**config.mk**
```make
export PLATFORM = sky130hd
export DESIGN_NAME = wb_stage
export DESIGN_NICKNAME = d
export VERILOG_FILES = /design/src/rtl/wb_stage_pkg.sv /design/src/rtl/wb_cp0_regs.sv /design/src/rtl/wb_stage.sv
export SDC_FILE = /design/constraint.sdc
export NUM_CORES = 1
export LEC_CHECK = 0
export BUFFER_PORTS_ARGS = -buffer_cell sky130_fd_sc_hd__buf_2
export CAP_MARGIN = 20
export CORE_ASPECT_RATIO = 1.4
export CORE_MARGIN = 4
export CORE_UTILIZATION = 55
export DETAILED_ROUTE_END_ITERATION = 12
export PLACE_DENSITY = 0.93
export SLEW_MARGIN = 10
export SYNTH_ARGS = -nofsm -noshare
export SYNTH_HDL_FRONTEND = slang
export SYNTH_SLANG_ARGS = --single-unit
```
**constraint.sdc**
```tcl
create_clock -name clk -period 5.7 [get_ports clk]
set_clock_uncertainty 0.2 [all_clocks]
set_input_delay 0.855 -clock clk [delete_from_list [all_inputs] [get_ports clk]]
set_output_delay 0.855 -clock clk [all_outputs]
set_load 0.02 [all_outputs]
```
**src/rtl/wb_stage_pkg.sv**
```systemverilog
// ============================================================================
// Module      : wb_stage_pkg
// Description : Shared constants, bus layout and helpers for the write-back
//               stage and its CP0 register file.
// Options     : CP0_TIMER_EN (consumed by wb_cp0_regs)
// Revision    : 1.0 - initial release
// ============================================================================
`default_nettype none

package wb_stage_pkg;

    // Bus widths
    localparam int unsigned c_ms_to_ws_bus_wd   = 124;
    localparam int unsigned c_ws_fwd_blk_bus_wd = 42;

    // Exception vector
    localparam logic [31:0] c_ex_entry = 32'hbfc00380;

    // CP0 register addresses, {rd, sel}
    localparam logic [7:0] c_cp0_badvaddr = 8'h40;
    localparam logic [7:0] c_cp0_count    = 8'h48;
    localparam logic [7:0] c_cp0_compare  = 8'h58;
    localparam logic [7:0] c_cp0_status   = 8'h60;
    localparam logic [7:0] c_cp0_cause    = 8'h68;
    localparam logic [7:0] c_cp0_epc      = 8'h70;

    // Exception codes
    localparam logic [4:0] c_exc_int  = 5'd0;
    localparam logic [4:0] c_exc_adel = 5'd4;
    localparam logic [4:0] c_exc_ades = 5'd5;
    localparam logic [4:0] c_exc_sys  = 5'd8;
    localparam logic [4:0] c_exc_ov   = 5'd12;

    // Memory-stage to write-back bus, MSB first
    typedef struct packed {
        logic [4:0]  excode;
        logic [31:0] badvaddr;
        logic [7:0]  cp0_addr;
        logic        ex;
        logic        bd;
        logic        eret;
        logic        syscall;
        logic        mfc0;
        logic        mtc0;
        logic [3:0]  gr_strb;
        logic [4:0]  dest;
        logic [31:0] result;
        logic [31:0] pc;
    } ms_to_ws_t;

    // Address-error exceptions are the only ones that capture BadVAddr
    function automatic logic is_addr_exc(input logic [4:0] code);
        return (code == c_exc_adel) || (code == c_exc_ades);
    endfunction

endpackage

`default_nettype wire

```
**src/rtl/wb_cp0_regs.sv**
```systemverilog
// ============================================================================
// Module      : wb_cp0_regs
// Description : CP0 state (Status, Cause, EPC, BadVAddr, Count, Compare),
//               the mfc0 read mux and the pending-interrupt flag.
// Options     : CP0_TIMER_EN - enables the Count/Compare timer and TI
// Revision    : 1.0 - initial release
// ============================================================================
`default_nettype none

module wb_cp0_regs
    import wb_stage_pkg::*;
(
    input  logic        clk,
    input  logic        i_rst_n,
    input  logic [5:0]  i_ext_int,
    input  logic        i_ex_commit,
    input  logic        i_eret_commit,
    input  logic [4:0]  i_excode,
    input  logic        i_bd,
    input  logic [31:0] i_pc,
    input  logic [31:0] i_badvaddr,
    input  logic        i_mtc0_we,
    input  logic [7:0]  i_addr,
    input  logic [31:0] i_wdata,
    output logic [31:0] o_rdata,
    output logic [31:0] o_epc,
    output logic        o_has_int
);

    logic [7:0]  r_status_im;
    logic        r_status_exl;
    logic        r_status_ie;
    logic        r_cause_bd;
    logic [5:0]  r_cause_ip_hw;
    logic [1:0]  r_cause_ip_sw;
    logic [4:0]  r_cause_exccode;
    logic [31:0] r_epc;
    logic [31:0] r_badvaddr;

    logic        w_ti;
    logic [31:0] w_count;
    logic [31:0] w_compare;

    logic        w_wr_status;
    logic        w_wr_cause;
    logic        w_wr_epc;

    assign w_wr_status = i_mtc0_we && (i_addr == c_cp0_status);
    assign w_wr_cause  = i_mtc0_we && (i_addr == c_cp0_cause);
    assign w_wr_epc    = i_mtc0_we && (i_addr == c_cp0_epc);

    // Status: software owns IM/IE, exception entry and ERET own EXL
    always_ff @(posedge clk) begin
        if (!i_rst_n) begin
            r_status_im  <= 8'd0;
            r_status_exl <= 1'b0;
            r_status_ie  <= 1'b0;
        end else begin
            if (w_wr_status) begin
                r_status_im <= i_wdata[15:8];
                r_status_ie <= i_wdata[0];
            end
            if (i_ex_commit) begin
                r_status_exl <= 1'b1;
            end else if (i_eret_commit) begin
                r_status_exl <= 1'b0;
            end
        end
    end

    // Cause: hardware IP sampled every cycle, BD only recorded on first entry
    always_ff @(posedge clk) begin
        if (!i_rst_n) begin
            r_cause_bd      <= 1'b0;
            r_cause_ip_hw   <= 6'd0;
            r_cause_ip_sw   <= 2'd0;
            r_cause_exccode <= 5'd0;
        end else begin
            r_cause_ip_hw <= {i_ext_int[5] | w_ti, i_ext_int[4:0]};
            if (w_wr_cause) begin
                r_cause_ip_sw <= i_wdata[9:8];
            end
            if (i_ex_commit) begin
                r_cause_exccode <= i_excode;
                if (!r_status_exl) begin
                    r_cause_bd <= i_bd;
                end
            end
        end
    end

    // EPC: a nested exception (EXL already set) keeps the original return PC
    always_ff @(posedge clk) begin
        if (!i_rst_n) begin
            r_epc <= 32'd0;
        end else if (i_ex_commit) begin
            if (!r_status_exl) begin
                r_epc <= i_bd ? (i_pc - 32'd4) : i_pc;
            end
        end else if (w_wr_epc) begin
            r_epc <= i_wdata;
        end
    end

    // BadVAddr: captured only on address-error exceptions
    always_ff @(posedge clk) begin
        if (!i_rst_n) begin
            r_badvaddr <= 32'd0;
        end else if (i_ex_commit && is_addr_exc(i_excode)) begin
            r_badvaddr <= i_badvaddr;
        end
    end

`ifdef CP0_TIMER_EN
    logic        r_tick;
    logic [31:0] r_count;
    logic [31:0] r_compare;
    logic        r_ti;
    logic        w_wr_count;
    logic        w_wr_compare;

    assign w_wr_count   = i_mtc0_we && (i_addr == c_cp0_count);
    assign w_wr_compare = i_mtc0_we && (i_addr == c_cp0_compare);

    // Half-rate timer: software writes win over the tick and the match
    always_ff @(posedge clk) begin
        if (!i_rst_n) begin
            r_tick    <= 1'b0;
            r_count   <= 32'd0;
            r_compare <= 32'd0;
            r_ti      <= 1'b0;
        end else begin
            r_tick <= ~r_tick;
            if (w_wr_count) begin
                r_count <= i_wdata;
            end else if (r_tick) begin
                r_count <= r_count + 32'd1;
            end
            if (w_wr_compare) begin
                r_compare <= i_wdata;
                r_ti      <= 1'b0;
            end else if (r_count == r_compare) begin
                r_ti <= 1'b1;
            end
        end
    end

    assign w_ti      = r_ti;
    assign w_count   = r_count;
    assign w_compare = r_compare;
`else
    assign w_ti      = 1'b0;
    assign w_count   = 32'd0;
    assign w_compare = 32'd0;
`endif

    // mfc0 read mux; unmapped addresses read as zero
    always_comb begin
        o_rdata = 32'd0;
        case (i_addr)
            c_cp0_badvaddr: o_rdata = r_badvaddr;
            c_cp0_count:    o_rdata = w_count;
            c_cp0_compare:  o_rdata = w_compare;
            c_cp0_status:   o_rdata = {9'd0, 1'b1, 6'd0, r_status_im, 6'd0,
                                       r_status_exl, r_status_ie};
            c_cp0_cause:    o_rdata = {r_cause_bd, w_ti, 14'd0, r_cause_ip_hw,
                                       r_cause_ip_sw, 1'b0, r_cause_exccode, 2'd0};
            c_cp0_epc:      o_rdata = r_epc;
            default:        o_rdata = 32'd0;
        endcase
    end

    assign o_epc     = r_epc;
    assign o_has_int = (|({r_cause_ip_hw, r_cause_ip_sw} & r_status_im))
                       && r_status_ie && !r_status_exl;

endmodule

`default_nettype wire

```
**src/rtl/wb_stage.sv**
```systemverilog
// ============================================================================
// Module      : wb_stage
// Description : Write-back pipeline stage: commits byte-strobed register
//               writes, hosts CP0, raises exception/ERET flushes and
//               publishes forwarding and debug-trace buses.
// Options     : CP0_TIMER_EN - enables the CP0 Count/Compare timer
// Revision    : 1.0 - initial release
// ============================================================================
`default_nettype none

module wb_stage
    import wb_stage_pkg::*;
#(
    parameter int unsigned MS_TO_WS_BUS_WD = c_ms_to_ws_bus_wd,
    parameter logic [31:0] EX_ENTRY        = c_ex_entry
) (
    input  logic                       clk,
    input  logic                       resetn,
    input  logic                       ms_to_ws_valid,
    input  logic [MS_TO_WS_BUS_WD-1:0] ms_to_ws_bus,
    output logic                       ws_allowin,
    input  logic [5:0]                 ext_int_in,
    output logic [3:0]                 rf_we,
    output logic [4:0]                 rf_waddr,
    output logic [31:0]                rf_wdata,
    output logic [41:0]                ws_fwd_blk_bus,
    output logic                       ws_ex,
    output logic                       eret_flush,
    output logic [31:0]                ex_target,
    output logic                       has_int,
    output logic [31:0]                debug_wb_pc,
    output logic [3:0]                 debug_wb_rf_wen,
    output logic [4:0]                 debug_wb_rf_wnum,
    output logic [31:0]                debug_wb_rf_wdata
);

    logic        r_ws_valid;
    ms_to_ws_t   r_bus;

    logic        w_ready_go;
    logic        w_ws_ex;
    logic        w_eret_flush;
    logic        w_mtc0_we;
    logic [3:0]  w_rf_we;
    logic [31:0] w_rf_wdata;
    logic [31:0] w_cp0_rdata;
    logic [31:0] w_cp0_epc;
    logic        w_unused_syscall;

    assign w_ready_go       = 1'b1;
    assign ws_allowin       = resetn && (!r_ws_valid || w_ready_go);
    assign w_unused_syscall = r_bus.syscall;

    // Stage valid: a committed flush drops whatever arrives behind it
    always_ff @(posedge clk) begin
        if (!resetn) begin
            r_ws_valid <= 1'b0;
        end else if (w_ws_ex || w_eret_flush) begin
            r_ws_valid <= 1'b0;
        end else if (ws_allowin) begin
            r_ws_valid <= ms_to_ws_valid;
        end
    end

    // Capture the memory-stage bus on an accepted handshake
    always_ff @(posedge clk) begin
        if (!resetn) begin
            r_bus <= '0;
        end else if (ms_to_ws_valid && ws_allowin) begin
            r_bus <= ms_to_ws_bus;
        end
    end

    assign w_ws_ex      = r_ws_valid && r_bus.ex;
    assign w_eret_flush = r_ws_valid && r_bus.eret && !r_bus.ex;
    assign w_mtc0_we    = r_ws_valid && r_bus.mtc0 && !r_bus.ex;
    assign w_rf_we      = {4{r_ws_valid && !r_bus.ex}} & r_bus.gr_strb;
    assign w_rf_wdata   = r_bus.mfc0 ? w_cp0_rdata : r_bus.result;

    wb_cp0_regs u_cp0 (
        .clk           (clk),
        .i_rst_n       (resetn),
        .i_ext_int     (ext_int_in),
        .i_ex_commit   (w_ws_ex),
        .i_eret_commit (w_eret_flush),
        .i_excode      (r_bus.excode),
        .i_bd          (r_bus.bd),
        .i_pc          (r_bus.pc),
        .i_badvaddr    (r_bus.badvaddr),
        .i_mtc0_we     (w_mtc0_we),
        .i_addr        (r_bus.cp0_addr),
        .i_wdata       (r_bus.result),
        .o_rdata       (w_cp0_rdata),
        .o_epc         (w_cp0_epc),
        .o_has_int     (has_int)
    );

    assign rf_we      = w_rf_we;
    assign rf_waddr   = r_bus.dest;
    assign rf_wdata   = w_rf_wdata;
    assign ws_ex      = w_ws_ex;
    assign eret_flush = w_eret_flush;
    assign ex_target  = w_ws_ex      ? EX_ENTRY  :
                        w_eret_flush ? w_cp0_epc : 32'd0;

    assign ws_fwd_blk_bus = {r_ws_valid && r_bus.mfc0, w_rf_we, r_bus.dest, w_rf_wdata};

    assign debug_wb_pc       = r_bus.pc;
    assign debug_wb_rf_wen   = w_rf_we;
    assign debug_wb_rf_wnum  = r_bus.dest;
    assign debug_wb_rf_wdata = w_rf_wdata;

endmodule

`default_nettype wire

```
## Word level (Yosys, flattened, before mapping)

Cells that the tools add are included.

- Register bits: 212
- Bits in latches: 0
- Memory bits (writable): 0
- Bits in read-only memories: 0
- Input bits: 133
- Output and inout bits: 192
- Word-level logic and storage cells: 68
- Memories kept: 0

- Add/sub/neg operators: 1
- Multipliers: 0
- Div/mod/pow operators: 0
- $lt $le $gt $ge: 0
- Equal/unequal tests: 7
- Shifts and indexed selects: 0
- Muxes and demuxes: 10
- Bitwise gates (word level): 4
- Reductions and logical operators: 24

Operator list:

| cell | count |
|---|---|
| 32-bit two-way mux | 7 |
| 32-bit one-hot mux with 4 select lines | 1 |
| 8-bit by 7-bit equality test with 1-bit output, second input constant | 4 |
| 32-bit by 3-bit subtractor with 32-bit output, second input constant | 1 |
| 1-bit logical AND | 14 |
| 5-bit by 3-bit equality test with 1-bit output, second input constant | 2 |
| 8-bit AND | 1 |
| 8-bit OR reduction | 1 |
| 4-bit AND | 1 |
| 2-bit AND reduction | 2 |
| 2-bit nonzero test | 2 |
| 1-bit logical NOT | 2 |
| 1-bit logical OR | 2 |
| 1-bit two-way mux | 2 |
| 2-bit inequality test, second input constant | 1 |
| 1-bit NOT | 2 |
| 2-bit OR reduction | 1 |

## Logic depth before layout (Yosys ltp)

- Word-level depth: 5
- Depth in mapped cells: 8
- Depth with buffers taken out: 7

## Hierarchy

From an unflattened synthesis, not the netlist that was laid out.

- Cells, all modules: 1189
- Area total of the unflattened synthesis: 10954.3 µm²

Modules (own cells, without submodules):

| module | instances | cells an instance | area an instance (µm²) | sequential area each (µm²) |
|---|---|---|---|---|
| wb_stage | 1 | 614 | 6354.8 | 2482.4 |
| wb_cp0_regs | 1 | 575 | 4599.4 | 1761.7 |

## Worst setup path before layout

Ideal clock, no wire load.

- Kind: register to output
- Start: reg r_bus[79] (netlist name)
- End: out rf_wdata[16]
- Arrival: 2.105 ns
- Required time: 4.645 ns
- Slack: 2.540 ns
- Stages on the path, launching flop included: 8
- Path buffers: 2
- Cells stage by stage: dfxtp_1 > or4b_4 > nor3_4 > and2_1 > buf_4 > a22oi_1 > o22ai_1 > buf_4

- Cells in the longest elaborated chain, start to end: 3
- Elaborated cells between the ends (all ways): 6
- Classes of those cells: eq/ne (4); mux (2)

Ends and longest elaborated chain:

| item | RTL line | source |
|---|---|---|
| start, declared | wb_stage.sv:38 | `ms_to_ws_t r_bus;` |
| start signal, assigned | wb_stage.sv:70 | `r_bus <= ms_to_ws_bus;` |
| 8-bit by 7-bit equality test with 1-bit output | wb_cp0_regs.sv:160 | `case (i_addr)` |
| 32-bit one-hot mux with 4 select lines (*) | wb_cp0_regs.sv:160 |  |
| 32-bit two-way mux (*) | wb_stage.sv:78 | `assign w_rf_wdata = r_bus.mfc0 ? w_cp0_rdata : r_bus.result;` |
| end, declared | wb_stage.sv:25 | `output logic [31:0] rf_wdata,` |

Every way passes the cells marked *; elsewhere a longest branch is shown, timed or not.

## Final worst setup path

- Start: reg r_bus[79] (netlist name)
- End: out debug_wb_rf_wdata[7]

- Cells in the longest elaborated chain, start to end: 3
- Elaborated cells between the ends (all ways): 6
- Classes of those cells: eq/ne (4); mux (2)

Ends and longest elaborated chain:

| item | RTL line | source |
|---|---|---|
| 8-bit by 7-bit equality test with 1-bit output | wb_cp0_regs.sv:160 |  |
| 32-bit one-hot mux with 4 select lines (*) | wb_cp0_regs.sv:160 |  |
| 32-bit two-way mux (*) | wb_stage.sv:78 |  |
| end, declared | wb_stage.sv:34 | `output logic [31:0] debug_wb_rf_wdata` |

Marked as above.

==> out/results.ini <==
[outcome]
outcome=completed

[pwr]
p_int_mw=2.55
clockPowerShare_pct=41.0
power.total_mw=3.52
cellLeakagePower_nw=5.67
p_comb_share_pct=13.1
power_switching_mw=0.967
power.density_nw_per_um2=289
irDropWorstVdd_uv=301
seqPwrFrac_pct=45.9
p_sw_share_pct=27.5

[critical_path]
worstPathRequired_ps=4640
cp.arrival_ps=3510
cp-start-kind=register
worstReg2RegStart=r_bus[84]$_SDFFE_PN0P_
ff2ff_setup_slack_ps=2770
rr_endpoint=u_cp0.r_cause_ip_sw[0]$_SDFFE_PN0P_
reg2regPathDepth=5
crit_fanout=15
endpoint_kind=output pin
critical_path_class=reg -> out

[sta]
fin_crit_sh_pct=80.1
rsz0062_at_grt=false
finalCriticalPeriod_ps=4560
fmax_mhz=219
slew_viol_final=0
setup_tns_ps=0
hold_viol_final=0
worst_pin_slew_ps=1190
fin_ws_ps=1140
slew_headroom_pct=20.6
whs_ps=248
setup_viol=0

[finish]
multiInputGateArea_sq_um=5030
fin_nets=1524
fin_util_pct=63.6
fill_cells=1572
drive_gt1_share_pct=29.1
ff_latch_area_sq_um=4240
area_growth_pct=13.9

[grt]
grt_pass1_wl_um=51900
antenna_found_initial=14
grt_usage_pct=29.5
grt_max_degree=138
grt_pass1_vias=9265
grt_remaining_overflow=0

[place]
hpwl_um=24300
gp_congestion=0.930
io_buffers=323
place_ws_ps=1850

[clocking]
cts_resized=0
cts_tree=yes
clock_path_buffers=3
cts_root_buf=clkbuf_16
path_clk_slew_ps=70
cts_num_sinks=212
cts_made_buffers=21
cts.hold.buffers_added=0
htreeDepth=1
clk_latency_ps=510
cts_post_setup_buffers_inserted=0

[logic_synthesis]
synth-edff-count=0
synth_async_sr_flop_share_pct=0
synth_nets=1378
synth_top_area_cell=dfxtp_1
syn_area_per_cell_sq_um=8.59
ys.flop_type=dfxtp_1
yosysTopAreaCellShare_pct=39.7
yosysWarnings=0
syn_area_sq_um=10700
synth.area.top_cells=dfxtp_1 40%, mux2i_1 14%, buf_4 8.6%, nor2_1 5.9%, nand2_1 4.2%
yosysUniqueCellTypes=67
synth.ff_latch_count=212
syn_inst=1244
synth_seq_area_share_pct=39.7

[route]
drtIter0Drc=932
drtAntennaViolNets=0
drc=0
routed_wl_um=34300
dr.pass1.iters=5
vias_per_cell=5.85
vias=9732
routedWlPerCell_um=20.6

[min_path]
min_to=u_cp0.r_badvaddr[27]$_SDFFE_PN0P_
worstHoldPathType=reg -> reg
hp-start=r_bus[114]$_SDFFE_PN0P_
hold_path_depth=2

[floorplanning]
boundaryPins=325
fp.dieW_um=126
die_area_sq_um=21700
coreArea_sq_um=19100
die_h_um=173
num_rows=60
initial_utilization_pct=55.8

[flow_run]
maxCapViolCount=0

per-layer routing:
layer	global-route usage, %	vias up	routed length (um)	share of wire (%)
met5	0	-	22	0.064
met4	19.6	4	2530	7.4
met3	5.22	135	3080	9.0
met2	48.8	590	16100	47
met1	34.8	4550	12600	37
li1	-	4453	-	-
Yosys cell counts, types with 2 or more instances:
master     instances
buf_1              9
o2bb2ai_1          4
inv_1             37
a22o_1             8
a311oi_1           4
o22ai_1           22
nor3_4             2
nand2_1          119
nor4_1             9
nor4_2             3
o22ai_2           10
a211oi_1           5
xor2_1             2
o211ai_1           9
o31ai_1            5
a22oi_2           10
buf_4            122
a2bb2oi_1          8
o21ai_0           20
nand4b_1           3
o21ai_1            8
o31a_1             3
dfxtp_1          212
xnor2_1           13
and2_0             2
a21oi_1           73
or3_1              5
nor2_1           169
nor3_1            13
nand2b_1           2
and3b_1            4
nand3_1           21
a22oi_1           13
clkbuf_1          62
nand3b_1           2
and3_1            25
buf_2             16
mux2i_1          145
and4b_1            2
nand4_1            3
and2_1            14
worst max-delay path by stage:
stage | endpoint | startpoint | slack [ps]
final | debug_wb_rf_wdata[7] | r_bus[79]$_SDFFE_PN0P_ | 1140
after global routing | debug_wb_rf_wdata[18] | r_bus[84]$_SDFFE_PN0P_ | 1100
after CTS | debug_wb_rf_wdata[7] | r_bus[79]$_SDFFE_PN0P_ | 1300
after detailed placement | debug_wb_rf_wdata[7] | r_bus[79]$_SDFFE_PN0P_ | 1850
after global placement | debug_wb_rf_wdata[7] | r_bus[79]$_SDFFE_PN0P_ | 1910
after floorplan | rf_wdata[16] | r_bus[79]$_SDFFE_PN0P_ | 2540
worst max-delay path: stages (launching register included):
cell and delay [ps]:
dfxtp_1 340, or4b_4 590, nor3_4 330, and2_1 800, a22oi_1 150, o22ai_1 470
buf_2 310
through the flow:
stage	instance area, sq um	cells
global placement	11400	1615
CTS	12100	1652
floorplan	10700	1244
detailed placement	11400	1615
finish	12200	1664
global route	12200	1663
registers in the layout, summed over array words and instances (netlist names):
register / cells
debug_wb_pc: 32
debug_wb_rf_wnum: 5
r_bus: 86
r_ws_valid: 1
u_cp0.o_epc: 32
u_cp0.r_badvaddr: 32
u_cp0.r_cause_bd: 1
u_cp0.r_cause_exccode: 5
u_cp0.r_cause_ip_hw: 6
u_cp0.r_cause_ip_sw: 2
u_cp0.r_status_exl: 1
u_cp0.r_status_ie: 1
u_cp0.r_status_im: 8
cell usage in the layout (no fill, tap or decap), drive strengths merged, types with 3 or more instances in the layout:
master	netlist	final
a21oi	73	73
nand2	119	119
and3	25	25
nor3	16	16
a22oi	23	23
a22o	8	8
a211oi	5	5
o31a	3	3
o21ai	28	28
diode	0	12
a311oi	4	4
nor4b	3	3
nand3	22	22
dfxtp	212	212
inv	38	39
clkinv	0	5
and2	16	16
clkbuf	62	28
and3b	4	4
buf	148	333
nor2	169	169
nand4b	3	3
a2bb2oi	8	8
o2bb2ai	5	5
mux2i	145	145
nand4	4	4
o22ai	32	32
o211ai	9	9
xnor2	13	13
nor4	13	13
o31ai	5	5
or3	5	5
final cells by class:
class	count	area share [%]
Antenna cell	12	0.247
Clock buffer	28	4.95
Clock inverter	9	0.853
Inverter	38	1.21
Multi-Input combinational cell	784	41.4
Sequential cell	212	34.9
Tap cell	248	2.55
Timing Repair Buffer	333	14.0
kinds of logic after synthesis:
family | count (synthesis) | share of synthesized area (%)
mux | 145 | 13.6
simple gates | 412 | 18.4
buf+inv | 248 | 13.3
compound gates | 211 | 13.7
xor+xnor | 15 | 1.23
flops | 212 | 39.7
fa+ha+maj | 1 | 0.117
power by group through the flow:
stage | combinational, mW | sequential, mW | clock (mW)
final | 0.461 | 1.61 | 1.44
after global routing | 0.493 | 1.62 | 1.50
after CTS | 0.459 | 1.61 | 1.44
after detailed placement | 0.455 | 1.64 | 0
after global placement | 0.444 | 1.64 | 0
after floorplan | 0.372 | 1.61 | 0
No activity file was read; power rests on OpenSTA's default activity.
